==> config.mk <==
export PLATFORM = sky130hd
export DESIGN_NAME = bus_timer
export DESIGN_NICKNAME = d
export VERILOG_FILES = /design/src/rtl/bus_timer.sv
export SDC_FILE = /design/constraint.sdc
export NUM_CORES = 1
export LEC_CHECK = 0
export ABC_AREA = 0
export CAP_MARGIN = 20
export CORE_ASPECT_RATIO = 2
export CORE_MARGIN = 2
export CORE_UTILIZATION = 55
export CTS_CLUSTER_SIZE = 8
export DETAILED_ROUTE_END_ITERATION = 8
export PLACE_DENSITY = 0.89
export SYNTH_ARGS = -nofsm -noshare
export SYNTH_HDL_FRONTEND = slang
export SYNTH_SLANG_ARGS = --single-unit
==> constraint.sdc <==
create_clock -name clk -period 7.3 [get_ports clk]
set_clock_uncertainty 0.2 [all_clocks]
set_input_delay 0.73 -clock clk [delete_from_list [all_inputs] [get_ports clk]]
set_output_delay 0.73 -clock clk [all_outputs]
set_load 0.005 [all_outputs]
==> src/rtl/bus_timer.sv <==
// Memory-mapped 32-bit timer peripheral: a prescaled up-counter with a compare
// match, a sticky match flag, one-shot or auto-reload behaviour and a level
// interrupt. Sits on the core data bus next to the data RAM.
module bus_timer #(
  parameter logic [31:0] PSC_RESET = 32'd0,
  parameter logic [31:0] CMP_RESET = 32'hFFFF_FFFF
) (
  input  logic        clk,
  input  logic        reset,
  input  logic        sel,
  input  logic        we,
  input  logic [4:0]  addr,
  input  logic [31:0] wData,
  input  logic [3:0]  Byte_Enable,
  output logic [31:0] rData,
  output logic        irq
);

  // The timer is either stopped or counting; CTRL.EN is the state bit itself.
  typedef enum logic {
    IDLE = 1'b0,
    RUN  = 1'b1
  } state_e;

  localparam logic [2:0] REG_CTRL   = 3'd0;
  localparam logic [2:0] REG_PSC    = 3'd1;
  localparam logic [2:0] REG_CNT    = 3'd2;
  localparam logic [2:0] REG_CMP    = 3'd3;
  localparam logic [2:0] REG_STATUS = 3'd4;

  logic [2:0]  ctrl_q, ctrl_d;
  logic [31:0] psc_q, psc_d;
  logic [31:0] cnt_q, cnt_d;
  logic [31:0] cmp_q, cmp_d;
  logic        match_q, match_d;
  logic [31:0] pcnt_q, pcnt_d;

  state_e      state;
  logic [2:0]  regSel;
  logic        wrAny;
  logic        wrCtrl, wrPsc, wrCnt, wrCmp, wrStatus;
  logic        tick;
  logic        hit;
  logic        unusedAddrBits;

  // Merge the enabled byte lanes of a bus write into an existing register value.
  function automatic logic [31:0] mergeBytes(input logic [31:0] oldVal,
                                             input logic [31:0] newVal,
                                             input logic [3:0]  be);
    logic [31:0] result;
    for (int i = 0; i < 4; i++) begin
      result[8*i +: 8] = be[i] ? newVal[8*i +: 8] : oldVal[8*i +: 8];
    end
    return result;
  endfunction

  assign state          = ctrl_q[0] ? RUN : IDLE;
  assign regSel         = addr[4:2];
  assign unusedAddrBits = ^addr[1:0];

  // A write with no byte lanes enabled is treated as no write at all, so it
  // neither clears the prescaler nor overrides a tick.
  assign wrAny    = sel & we & (|Byte_Enable);
  assign wrCtrl   = wrAny && (regSel == REG_CTRL);
  assign wrPsc    = wrAny && (regSel == REG_PSC);
  assign wrCnt    = wrAny && (regSel == REG_CNT);
  assign wrCmp    = wrAny && (regSel == REG_CMP);
  assign wrStatus = wrAny && (regSel == REG_STATUS);

  assign tick = (state == RUN) && (pcnt_q == psc_q);
  assign hit  = tick && (cnt_q == cmp_q);

  assign irq = match_q & ctrl_q[2];

  // Next-state logic; bus writes take priority over timer activity.
  always_comb begin
    ctrl_d  = ctrl_q;
    psc_d   = psc_q;
    cnt_d   = cnt_q;
    cmp_d   = cmp_q;
    match_d = match_q;
    pcnt_d  = pcnt_q;

    if (wrCtrl || wrPsc) begin
      pcnt_d = 32'd0;
    end else if (state == RUN) begin
      pcnt_d = tick ? 32'd0 : pcnt_q + 32'd1;
    end

    if (wrCtrl) begin
      ctrl_d = Byte_Enable[0] ? wData[2:0] : ctrl_q;
    end else if (hit && !ctrl_q[1]) begin
      ctrl_d = {ctrl_q[2:1], 1'b0};
    end

    if (wrPsc) begin
      psc_d = mergeBytes(psc_q, wData, Byte_Enable);
    end

    if (wrCmp) begin
      cmp_d = mergeBytes(cmp_q, wData, Byte_Enable);
    end

    if (wrCnt) begin
      cnt_d = mergeBytes(cnt_q, wData, Byte_Enable);
    end else if (hit) begin
      cnt_d = ctrl_q[1] ? 32'd0 : cnt_q;
    end else if (tick) begin
      cnt_d = cnt_q + 32'd1;
    end

    if (hit) begin
      match_d = 1'b1;
    end else if (wrStatus && Byte_Enable[0] && wData[0]) begin
      match_d = 1'b0;
    end
  end

  // Register update with asynchronous reset back to the power-on values.
  always_ff @(posedge clk or posedge reset) begin
    if (reset) begin
      ctrl_q  <= 3'd0;
      psc_q   <= PSC_RESET;
      cnt_q   <= 32'd0;
      cmp_q   <= CMP_RESET;
      match_q <= 1'b0;
      pcnt_q  <= 32'd0;
    end else begin
      ctrl_q  <= ctrl_d;
      psc_q   <= psc_d;
      cnt_q   <= cnt_d;
      cmp_q   <= cmp_d;
      match_q <= match_d;
      pcnt_q  <= pcnt_d;
    end
  end

  // Zero-wait-state read mux; unselected or unmapped offsets return zero.
  always_comb begin
    rData = 32'd0;
    if (sel) begin
      case (regSel)
        REG_CTRL:   rData = {29'd0, ctrl_q};
        REG_PSC:    rData = psc_q;
        REG_CNT:    rData = cnt_q;
        REG_CMP:    rData = cmp_q;
        REG_STATUS: rData = {31'd0, match_q};
        default:    rData = 32'd0;
      endcase
    end
  end

endmodule
==> impl_metrics.csv, run 1 <==
group,metric,value,unit
final_layout,final_nets,909,
synth,synthCells,796,
timing,maxSlewHeadroom,29.0,%
timing,tns,0,ps
final_layout,area_delta_synth_final,19.0,%
drt,via_per_inst,6.58,
timing,fmax,0.247,GHz
placed_design,dpl.hpwl,16.6,mm
synth,synth_area,0.00797,mm²
final_layout,antenna_cells,0,
synth,synth_top_family_by_area,"simple AND/OR/NAND/NOR gates",
worst_setup_path,critPathLaunchType,"input pin",
clock_tree,cts.sinks,132,
drt,wl_per_cell,22.9,µm
final_layout,mostFrequentLayoutCells,"100 x dfrtp_1, 96 x mux2_2, 89 x nor2_1, 74 x clkdlybuf4s50_1, 49 x xor2_1",
global_route,grt_max_degree,50,
clock_tree,cts-resized-gates,0,
power_and_ir_drop,power_density,273,mW/mm²
final_layout,fill_cells,1047,
clock_tree,post_cts_buffers,0,
placed_design,preCtsSetupSlack,3190,ps
floorplan,die_area,0.0155,mm²
synth,ys_seq_area_share,41.9,%
worst_setup_path,arrival,3120,ps
global_route,grt_pass1_wl,38.0,mm
power_and_ir_drop,leakage,0.00403,µW
placed_design,io_buffers,75,
floorplan,core,0.0143,mm²
floorplan,ios,78,
final_layout,stdcell_area,0.00948,mm²
drt,route.detailed.drc,0,
global_route,grt_use_total,32.8,%
final_layout,drive_gt1_share,22.5,%
final_layout,final_common_cell,"dfrtp_1",
worst_setup_path,path_class,"input pin to primary output",
timing,min_period_over_period,55.5,%
synth,synth.area.mux_share,14.4,%
synth,yosys.area_share.xor_xnor,10.0,%
clock_tree,path_clk_slew,60,ps
final_layout,final_util,66.4,%
worst_setup_path,end_kind,"primary output",
status,status,"finished clean",
drt,num_vias,7017,
clock_tree,cts_max_level,4,
synth,syn_nets,843,
timing,min_period,4050,ps
worst_hold_path,hold_path.class,"register to register",
synth,ys_ff_latch,132,
job,max_cap_viol_count,0,
drt,drtIter0Drc,718,
synth,yosysWarnings,0,
final_layout,multiInputGateArea,0.00436,mm²
worst_setup_path,path_max_fanout,38,
timing,worstMarginPinSlew,1060,ps
worst_hold_path,whs_path_depth,1,
synth,yosys.area_share.simple,18.4,%
floorplan,die_w,89.1,µm
synth,ys_async_sr_fraction,100,%
clock_tree,cts_buffers,17,
final_layout,layout.cells.non_filler,1067,
synth,synth_compound_area_share,11.4,%
drt,drtAntennaViolNets,0,
clock_tree,root_buffer,"clkbuf_16",
worst_setup_path,required,6370,ps
synth,synth_flop_cell,"dfrtp_1",
floorplan,row_count,62,
synth,avgSynthCellArea,10.0,µm²
synth,synthAdderAreaFrac,0.314,%
global_route,grt_overflow,0,
global_route,antenna_found_initial,0,
timing,fin_ws,3250,ps
final_layout,seq_area,0.00334,mm²
floorplan,start_util,55.8,%
worst_setup_path,reg2reg_depth,8,
timing,drv_slew,0,
placed_design,gp_congestion,0.921,
placed_design,placedCellCount,1032,
clock_tree,cts_hold_buf,0,
clock_tree,cts_buffer_depth,2,
placed_design,post_dp_cell_area,0.00885,mm²
synth,synth_cell_types,57,
timing,rsz0062_at_grt,"no",
power_and_ir_drop,ir_drop,175,µV
clock_tree,clk_latency,430,ps
drt,routed_wirelength,24.5,mm
global_route,grt_pass1_vias,6991,
drt,first_pass_iters,7,
synth,synth_edf_count,0,
timing,setup_viol,0,
clock_tree,cts_tree,"yes",
timing,hold_violations,0,
floorplan,die_h,174,µm
==> path summary, 6_finish.rpt <==
| kind | from | endpoint | slack, ps |
|---|---|---|---|
| worst max-delay path | addr[3] | rData[26] | 3250 |
| worst min-delay path | ctrl_q[2] | ctrl_q[2] | 330 |
| worst max register to register | psc_q[30] | cnt_q[27] | 3600 |
| worst min register to register | ctrl_q[2] | ctrl_q[2] | 330 |
| max in group asynchronous | reset | psc_q[22] | 5290 |
| min in group asynchronous | reset | psc_q[2] | 540 |
==> Yosys cell counts (8+ instances only) <==
cell type,count,area (µm²)
dfstp_2,32,841
clkbuf_1,17,63.8
nand2b_1,9,56.3
nand2_1,47,176
buf_2,14,70.1
a21oi_1,25,125
xnor2_1,42,368
dfrtp_1,100,2500
a22oi_1,47,353
o21ai_0,8,40.0
nor2_1,89,334
xor2_1,49,429
nand4_1,23,144
nand3_1,41,205
o22ai_1,17,106
mux2_2,96,1080
and3_1,13,81.3
and2_1,8,50.1
inv_1,27,101
==> registers in the layout, indices dropped and copies added (netlist names) <==
register  cells
cmp_q        32
cnt_q        32
ctrl_q        3
match_q       1
pcnt_q       32
psc_q        32
==> kinds of logic after synthesis <==
| family | after synthesis |
|---|---|
| flip-flops | 132 |
| buffers and inverters | 66 |
| multiplexers | 99 |
| adder cells (fa/ha/maj) | 2 |
| AO/OA/AOI/OAI | 129 |
| AND/OR/NAND/NOR | 277 |
| XOR/XNOR | 91 |
==> worst max-delay path, stage by stage <==
cell	delay [ps]
buf_2	790
nor2b_2	310
buf_4	420
a22oi_1	220
nor2_1	130
clkdlybuf4s50_1	510
==> report_power, final <==
group          total (µW)  internal [µW]  switching [µW]
clock network         884            553             332
registers            1060            882             181
logic                 647            302             345
total                2590           1740             857
==> per-layer routing <==
layer	share of wire, %	global-route usage [%]
met1	33	36.8
met2	50	52.3
met3	7.7	7.36
met4	9.3	24.9
met5	0	0
==> per-stage QoR <==
stage          power [µW]  hold WS, ps
3_3_place_gp         1650          298
5_1_grt              2680          355
2_1_floorplan        1440          275
6_report             2590          328
4_1_cts              2570          333
3_5_place_dp         1680          320
==> layout make-up <==
cell class              instances  share of cell area, %
multi-input cells             598                   45.9
clock buffers                  19                   4.78
clock inverters                13                   1.66
well taps                     192                   2.53
flip-flops and latches        132                   35.3
repair buffers                 86                   8.73
inverters                      27                   1.10
(Power assumes the default switching activity.)
==> run 2, diff against run 1 <==
--- a/config.mk
+++ b/config.mk
@@ -9,7 +9,7 @@
 export CAP_MARGIN = 20
 export CORE_ASPECT_RATIO = 2
 export CORE_MARGIN = 2
-export CORE_UTILIZATION = 55
+export CORE_UTILIZATION = 52
 export CTS_CLUSTER_SIZE = 8
 export DETAILED_ROUTE_END_ITERATION = 8
 export PLACE_DENSITY = 0.89
==> constraint.sdc (replaced) <==
create_clock -name clk -period 3.26 [get_ports clk]
set_clock_uncertainty 0.2 [all_clocks]
set_input_delay 0.326 -clock clk [delete_from_list [all_inputs] [get_ports clk]]
set_output_delay 0.326 -clock clk [all_outputs]
set_load 0.005 [all_outputs]
==> impl_metrics.csv, run 2 (same netlist as run 1, synthesis figures left out) <==
group,metric,value,unit
power_and_ir_drop,leakage,0.00409,µW
drt,drtAntennaViolNets,0,
worst_setup_path,critPathLaunchType,"register",
final_layout,final_util,63.4,%
timing,maxSlewHeadroom,53.4,%
worst_setup_path,cpMaxStageDelayCell,"nor3_4",
drt,num_vias,6999,
timing,hold_violations,0,
worst_hold_path,hold_path.class,"input pin to asynchronous set/reset pin",
timing,tns,0,ps
drt,route.detailed.drc,0,
worst_setup_path,required,3340,ps
placed_design,preCtsSetupSlack,187,ps
clock_tree,cts_hold_buf,0,
final_layout,area_delta_synth_final,20.4,%
power_and_ir_drop,ir_drop,391,µV
floorplan,die_w,91.6,µm
worst_setup_path,arrival,3190,ps
clock_tree,root_buffer,"clkbuf_16",
power_and_ir_drop,power_density,595,mW/mm²
placed_design,gp_congestion,0.989,
global_route,antenna_found_initial,0,
timing,fin_ws,149,ps
clock_tree,cts_buffer_depth,2,
global_route,grt_max_degree,133,
timing,drv_slew,0,
floorplan,core,0.0151,mm²
global_route,grt_pass1_vias,7093,
timing,fmax,0.321,GHz
global_route,grt_overflow,0,
final_layout,drive_gt1_share,23.0,%
floorplan,row_count,64,
worst_setup_path,slowest_delay,540,ps
global_route,grt_pass1_wl,37.8,mm
worst_setup_path,path_class,"register to register",
clock_tree,post_cts_buffers,0,
clock_tree,path_clk_slew,60,ps
placed_design,post_dp_cell_area,0.00902,mm²
placed_design,dpl.hpwl,16.9,mm
global_route,grt_use_total,30.0,%
floorplan,ios,78,
drt,routed_wirelength,23.8,mm
final_layout,stdcell_area,0.00960,mm²
power_and_ir_drop,power.total,5710,µW
clock_tree,cts.sinks,132,
floorplan,die_h,179,µm
timing,worstMarginPinSlew,699,ps
clock_tree,cts_buffers,17,
clock_tree,cts-resized-gates,0,
worst_setup_path,path_cells,"xor2_1, nor4_1, nand4_1, nor3_4, a21oi_4, buf_4, a21oi_1, o22ai_1",
status,status,"finished clean",
drt,first_pass_iters,6,
clock_tree,cts_max_level,4,
final_layout,mostFrequentLayoutCells,"100 x dfrtp_1, 96 x mux2_2, 89 x nor2_1, 74 x clkdlybuf4s50_1, 49 x xor2_1",
timing,rsz0062_at_grt,"no",
drt,drtIter0Drc,735,
timing,setup_viol,0,
drt,via_per_inst,6.43,
clock_tree,clk_latency,420,ps
final_layout,antenna_cells,0,
worst_setup_path,path_max_fanout,23,
clock_tree,cts_tree,"yes",
timing,min_period,3110,ps
worst_setup_path,end_kind,"register",
placed_design,io_buffers,75,
timing,min_period_over_period,95.4,%
final_layout,final_common_cell,"dfrtp_1",
final_layout,final_nets,924,
floorplan,die_area,0.0164,mm²
floorplan,start_util,52.7,%
worst_setup_path,reg2reg_depth,8,
job,max_cap_viol_count,0,
drt,wl_per_cell,21.9,µm
-- run 2: cell count changes in the layout (fill, tap and decap cells not counted), sizes merged --
cell,before,now
buf,12,27
clkbuf,19,28
clkinv,6,1
clkinvlp,4,2
bufinv,3,2
inv,27,26
-- run 2: through the flow --
step	hold WS (ps)	instances
floorplan	244	796
global placement	304	1056
detailed placement	312	1056
CTS	316	1088
global route	353	1088
finish	288	1088
-- run 2: power breakdown --
| part | internal [µW] | total, µW | switching [µW] |
|---|---|---|---|
| sequential | 1980 | 2350 | 372 |
| clock | 1210 | 1890 | 683 |
| combinational | 699 | 1480 | 776 |
| total | 3880 | 5710 | 1830 |
-- run 2: worst paths after layout --
kind                       startpoint        end  slack [ps]
max                          psc_q[1]  cnt_q[11]         150
min                             reset   psc_q[3]         290
max reg2reg                  psc_q[1]  cnt_q[11]         150
min reg2reg                   match_q    match_q         360
max in group asynchronous       reset  psc_q[19]        2070
min in group clk              match_q    match_q         360
-- run 2: final cells by class --
cell class | count | area [µm²]
multi-input combinational | 598 | 4360
fill | 1149 | 5540
sequential | 132 | 3340
tap | 198 | 248
inverter | 27 | 105
timing repair buffer | 101 | 966
clock inverter | 4 | 72.6
clock buffer | 28 | 507
-- run 2: critical path, delay by kind of cell, from the launching register on --
family / cells / cell delay [ps]
AO/OA/AOI/OAI: 3 / 600
buffers and inverters: 1 / 290
flip-flops: 1 / 420
XOR/XNOR: 1 / 200
AND/OR/NAND/NOR: 3 / 1260
-- run 2: metal layers --
metal  global-route usage [%]  wire [µm]
met1                     35.6       8530
met2                     48.9      11600
met3                     5.30       1780
met4                     21.3       1840
met5                        0          0
==> run 3, diff against run 2 <==
--- a/config.mk
+++ b/config.mk
@@ -13,6 +13,7 @@
 export CTS_CLUSTER_SIZE = 8
 export DETAILED_ROUTE_END_ITERATION = 8
 export PLACE_DENSITY = 0.89
+export SKIP_LAST_GASP = 1
 export SYNTH_ARGS = -nofsm -noshare
 export SYNTH_HDL_FRONTEND = slang
 export SYNTH_SLANG_ARGS = --single-unit
==> results of run 3 <==
Final layout, timing and power as in run 2 (identical DEF).
